`config.mk`:
```
export PLATFORM = sky130hd
export DESIGN_NAME = imem_loader
export DESIGN_NICKNAME = d
export VERILOG_FILES = /design/src/rtl/imem_loader.sv
export SDC_FILE = /design/constraint.sdc
export NUM_CORES = 1
export LEC_CHECK = 0
export BUFFER_PORTS_ARGS = -buffer_cell sky130_fd_sc_hd__buf_4
export CAP_MARGIN = 20
export CORE_MARGIN = 3
export CORE_UTILIZATION = 55
export DETAILED_ROUTE_END_ITERATION = 7
export GPL_ROUTABILITY_DRIVEN = 0
export GPL_TIMING_DRIVEN = 0
export MAX_ROUTING_LAYER = met4
export PLACE_DENSITY_LB_ADDON = 0.12
export SETUP_SLACK_MARGIN = 0.2
export SYNTH_ARGS = -nofsm -noshare
export SYNTH_HDL_FRONTEND = slang
export SYNTH_SLANG_ARGS = --single-unit
```
`constraint.sdc`:
```
create_clock -name Clk -period 2.75 [get_ports Clk]
set_input_delay 0.275 -clock Clk [delete_from_list [all_inputs] [get_ports Clk]]
set_output_delay 0.275 -clock Clk [all_outputs]
set_load 0.01 [all_outputs]
```
`src/rtl/imem_loader.sv`:
```
`default_nettype none
// ============================================================================
// Module  : imem_loader
// Brief   : Boot-time loader; packs a length-prefixed byte stream big-endian
//           into 32-bit words and writes them to instruction memory from 0.
// Revision: 1.0 - initial release
// ============================================================================
module imem_loader #(
  parameter int ADDR_W = 8
) (
  input  logic              Clk,
  input  logic              Reset,
  input  logic              start,
  input  logic              in_valid,
  input  logic [7:0]        in_data,
  output logic              in_ready,
  output logic              imem_we,
  output logic [ADDR_W-1:0] imem_addr,
  output logic [31:0]       imem_wdata,
  output logic              cpu_hold,
  output logic              done,
  output logic              error,
  output logic [ADDR_W:0]   words_loaded
);

  typedef enum logic [2:0] {
    S_IDLE = 3'd0,
    S_HDR  = 3'd1,
    S_DATA = 3'd2,
    S_DONE = 3'd3,
    S_ERR  = 3'd4
  } state_t;

  localparam logic [16:0] c_cap = 17'(2 ** ADDR_W);

  state_t          r_state;
  logic [1:0]      r_byte_cnt;
  logic [7:0]      r_hdr_hi;
  logic [23:0]     r_word;
  logic [ADDR_W:0] r_count;

  logic            w_xfer;
  logic [15:0]     w_hdr;
  logic [ADDR_W:0] w_next_words;

  assign w_xfer       = in_valid && in_ready;
  assign w_hdr        = {r_hdr_hi, in_data};
  assign w_next_words = words_loaded + (ADDR_W+1)'(1);

  always_ff @(posedge Clk or negedge Reset) begin
    if (!Reset) begin
      r_state      <= S_IDLE;
      r_byte_cnt   <= 2'd0;
      r_hdr_hi     <= 8'd0;
      r_word       <= 24'd0;
      r_count      <= '0;
      in_ready     <= 1'b0;
      imem_we      <= 1'b0;
      imem_addr    <= '0;
      imem_wdata   <= 32'd0;
      cpu_hold     <= 1'b0;
      done         <= 1'b0;
      error        <= 1'b0;
      words_loaded <= '0;
    end else begin
      imem_we <= 1'b0;
      case (r_state)
        S_IDLE, S_DONE, S_ERR: begin
          // Hold drops one edge after DONE entry, after the final write strobe.
          if (r_state == S_DONE) cpu_hold <= 1'b0;
          if (start) begin
            r_state      <= S_HDR;
            in_ready     <= 1'b1;
            cpu_hold     <= 1'b1;
            done         <= 1'b0;
            error        <= 1'b0;
            words_loaded <= '0;
            r_byte_cnt   <= 2'd0;
          end
        end
        S_HDR: begin
          if (w_xfer) begin
            if (r_byte_cnt == 2'd0) begin
              r_hdr_hi   <= in_data;
              r_byte_cnt <= 2'd1;
            end else begin
              r_byte_cnt <= 2'd0;
              if (w_hdr == 16'd0) begin
                r_state  <= S_DONE;
                in_ready <= 1'b0;
                done     <= 1'b1;
              end else if ({1'b0, w_hdr} > c_cap) begin
                r_state  <= S_ERR;
                in_ready <= 1'b0;
                error    <= 1'b1;
              end else begin
                r_state <= S_DATA;
                r_count <= (ADDR_W+1)'(w_hdr);
              end
            end
          end
        end
        S_DATA: begin
          if (w_xfer) begin
            r_byte_cnt <= r_byte_cnt + 2'd1;
            if (r_byte_cnt == 2'd3) begin
              imem_wdata   <= {r_word, in_data};
              imem_addr    <= words_loaded[ADDR_W-1:0];
              imem_we      <= 1'b1;
              words_loaded <= w_next_words;
              if (w_next_words == r_count) begin
                r_state  <= S_DONE;
                in_ready <= 1'b0;
                done     <= 1'b1;
              end
            end else begin
              r_word <= {r_word[15:0], in_data};
            end
          end
        end
        default: begin
          r_state  <= S_IDLE;
          in_ready <= 1'b0;
        end
      endcase
    end
  end

endmodule
`default_nettype wire

```
==> parameters.txt <==
Parameter                              Value

Cells and area
  Filler Cell Count ... 595
  Share of cells above drive strength 1 ... 0.273
  Most common library cell in the layout ignoring fill and taps ... nand2_1
  Net count of the finished layout ... 511
  Total non-filler cell area in the finished layout ... 5230 sq um
  Post-layout util ... 0.699
  Diode count ... 0
  Area grow syn2layout ... 19.4%
  Final cell count without fillers ... 600
  Commonest cells after routing, fill and taps aside ... 131 x nand2_1, 100 x dfrtp_1, 66 x buf_4

Clocking
  Clock Root Buffer ... clkbuf_8
  H-tree depth ... 3
  CTS Buffer Depth ... 2
  CTS tree ... done
  Post-CTS clock slew at the launch and capture registers of the worst setup and hold paths ... 0.11 ns
  Clock network latency to the later pin of the worst-skew pair ... 0.36 ns
  CTS buffer count ... 9
  Count of buffers added by post-CTS timing repair for setup ... 0
  Sinks on Clock Net ... 100

Placement
  Total instance count after detailed placement ... 583
  DP Area ... 5010 sq um
  Minimum setup slack after placement ... 0.0798 ns
  Input/output buffers ... 64
  Estimated wirelength of the detail-placed design ... 6790 um

Timing
  Worst Clk Skew ... 0.0148 ns
  Final Hold Slack ... 0.159 ns
  Total count of max-transition violations in the final report ... 0
  Min cycle time layout ... 2.47 ns
  Final setup viols ... 0
  Highest attainable clock frequency ... 405 MHz
  Unrepaired setup endpoints after global routing ... true
  Final period utilization ... 0.897
  Headroom to the max-slew limit ... 0.571
  Smallest setup slack after layout ... 0.282 ns
  Slew at the pin closest to its max-slew limit ... 0.643 ns
  Final hold vios ... 0
  Setup TNS ... 0 ns

Floorplan
  Number of top-level pins ... 66
  Area inside the core boundary ... 7490 sq um
  Starting utilization of the core area ... 0.585
  Horizontal extent of the die ... 95.3 um
  Floorplan die height ... 95.3 um
  Area of the die ... 9070 sq um
  Site row count ... 31

Yosys
  Number of storage elements in the synthesis netlist ... 100
  Number of nets produced by synthesis ... 434
  Gate count after technology mapping ... 419
  Number of synthesized flops with an enable pin ... 0
  Most common flop cell mapped by yosys ... dfrtp_1
  Async S/R FF share, synth ... 1.00
  Number of warnings reported in the yosys synthesis log ... 0
  Syn avg cell area ... 10.5 sq um
  Count of distinct cell types in the synthesized netlist ... 47
  Register area share after synthesis ... 0.571
  Area of the mapped netlist ... 4380 sq um

Power and ir drop
  Areal power density over the cells ... 987 nW/um^2
  Proportion of power drawn by flip-flops and latches ... 0.464
  Combinational power share ... 0.361
  Post-route total power ... 5.16 mW
  Maximum ir drop on the vdd rail ... 0.576 mV
  Switching power summed over all nets ... 1.84 mW
  Total internal power ... 3.32 mW
  Leakage power summed over all cells ... 2.65 nW
  Clock network power share ... 0.175
  Sw frac ... 0.357

Worst setup path
  Startpoint-to-endpoint class of the critical path ... reg -> reg
  Data arrival, critical path ... 2.72 ns
  Data required, critical path ... 3.00 ns
  Register-to-Register Path Depth ... 7
  Worst-path maximum fanout ... 9
  Minimum setup slack among reg-to-reg paths ... 0.28 ns
  Type of element capturing the critical path ... register
  Startpoint of the lowest-slack register-to-register path ... words_loaded[0]
  Worst flop-to-flop path endpoint ... in_ready
  Sort of element at the start of the critical path ... register

Global route
  Antenna violations before repair ... 0
  Global-route wire length before repair ... 16000 um
  Global-route congestion overflow total ... 0
  Vias in the first global route ... 3297
  Aggregate global-route resource usage ... 0.235
  Pin count of the biggest net entering global routing ... 70

Drt
  DR iter-0 viols ... 159
  Detail Route Antenna Nets ... 0
  Routed WL per cell ... 15.9 um
  Via count ... 3382
  DRT Pass-1 Iters ... 4
  Post-route DRC ... 0
  Via-per-instance ratio ... 5.64
  Final routed wirelength across all metal layers ... 9540 um

Worst hold path
  Class of the tightest hold or removal check ... in -> reg
  Start point of the worst hold path ... in_data[2]
  Hold Path Stages ... 3
  Hold EP ... imem_wdata[2]

Flow run
  Count of maximum capacitance violations ... 0

Outcome
  Result of the run ... finished clean
-- worst max path at each step --
stage / endpoint / slack [ns] / depth (start not counted) / from
3_3_place_gp: imem_wdata[11] / 0.06 / 7 / r_state[2]
4_1_cts: in_ready / 0.20 / 7 / words_loaded[0]
5_1_grt: in_ready / 0.20 / 7 / words_loaded[0]
3_5_place_dp: imem_addr[5] / 0.08 / 7 / r_state[2]
6_report: in_ready / 0.28 / 7 / words_loaded[0]
2_1_floorplan: in_ready / 0.47 / 7 / words_loaded[0]
-- flip-flops by register name, indices dropped and copies added, names as in the netlist, 2 cells and up --
name / cells
r_word: 24
r_byte_cnt: 2
r_hdr_hi: 8
words_loaded: 9
r_count: 9
imem_addr: 8
imem_wdata: 32
r_state: 3
-- worst max-delay path, stage by stage, from the launching register on --
cell and delay (ns):
dfrtp_1 0.50, ha_1 0.25, clkbuf_2 0.18, and3_1 0.24
a21oi_1 0.16, o22ai_1 0.11, or4b_4 0.55, a311o_1 0.36
-- power by group through the flow --
stage	Combinational, mW	Clock [mW]	Sequential (mW)
after floorplan	1.07	0	2.44
after global placement	1.79	0	2.40
after detailed placement	1.85	0	2.42
after CTS	1.86	0.923	2.40
after global routing	2.08	0.984	2.47
final	1.86	0.902	2.40
-- per-layer routing --
| metal | track usage | routed length (um) |
|---|---|---|
| met1 | 0.332 | 4530 |
| met2 | 0.345 | 4460 |
| met3 | 0.0363 | 423 |
| met4 | 0.0877 | 120 |
| met5 | - | 0 |
-- cells in the mapped netlist (5+ instances only) --
master | n | share of area
nor2b_1 | 6 | 0.0086
dfrtp_1 | 100 | 0.57
o31ai_1 | 7 | 0.012
clkbuf_1 | 10 | 0.0086
nor2_1 | 12 | 0.010
buf_2 | 6 | 0.0069
xor2_1 | 5 | 0.010
o21ai_0 | 13 | 0.015
nand2_1 | 131 | 0.11
a21oi_1 | 11 | 0.013
mux2_2 | 41 | 0.11
nand3_1 | 7 | 0.0080
-- layout make-up --
type	count	area [sq um]	area share
Inverter	4	15.0	0.00287
Buffer	21	96.3	0.0184
Clock buffer	9	124	0.0237
Multi-Input combinational cell	294	1790	0.342
Tap cell	99	124	0.0237
Sequential cell	100	2500	0.478
Timing Repair Buffer	66	518	0.0990
Clock inverter	7	63.8	0.0122
-- cell families after synthesis --
| group | Yosys count | synth area share |
|---|---|---|
| AO/OA/AOI/OAI | 55 | 0.0828 |
| adder cells (fa/ha/maj) | 3 | 0.00857 |
| XOR/XNOR | 9 | 0.0180 |
| AND/OR/NAND/NOR | 184 | 0.185 |
| multiplexers | 43 | 0.110 |
| buffers and inverters | 25 | 0.0248 |
| flip-flops | 100 | 0.571 |
-- timing repair --
item / in CTS / in global routing
hold buffers: 1 / 0
gates resized for setup: 1 / 5
setup endpoints to repair: 33 / 52
hold endpoints to repair: 31 / 0
(Power assumes the default switching activity.)
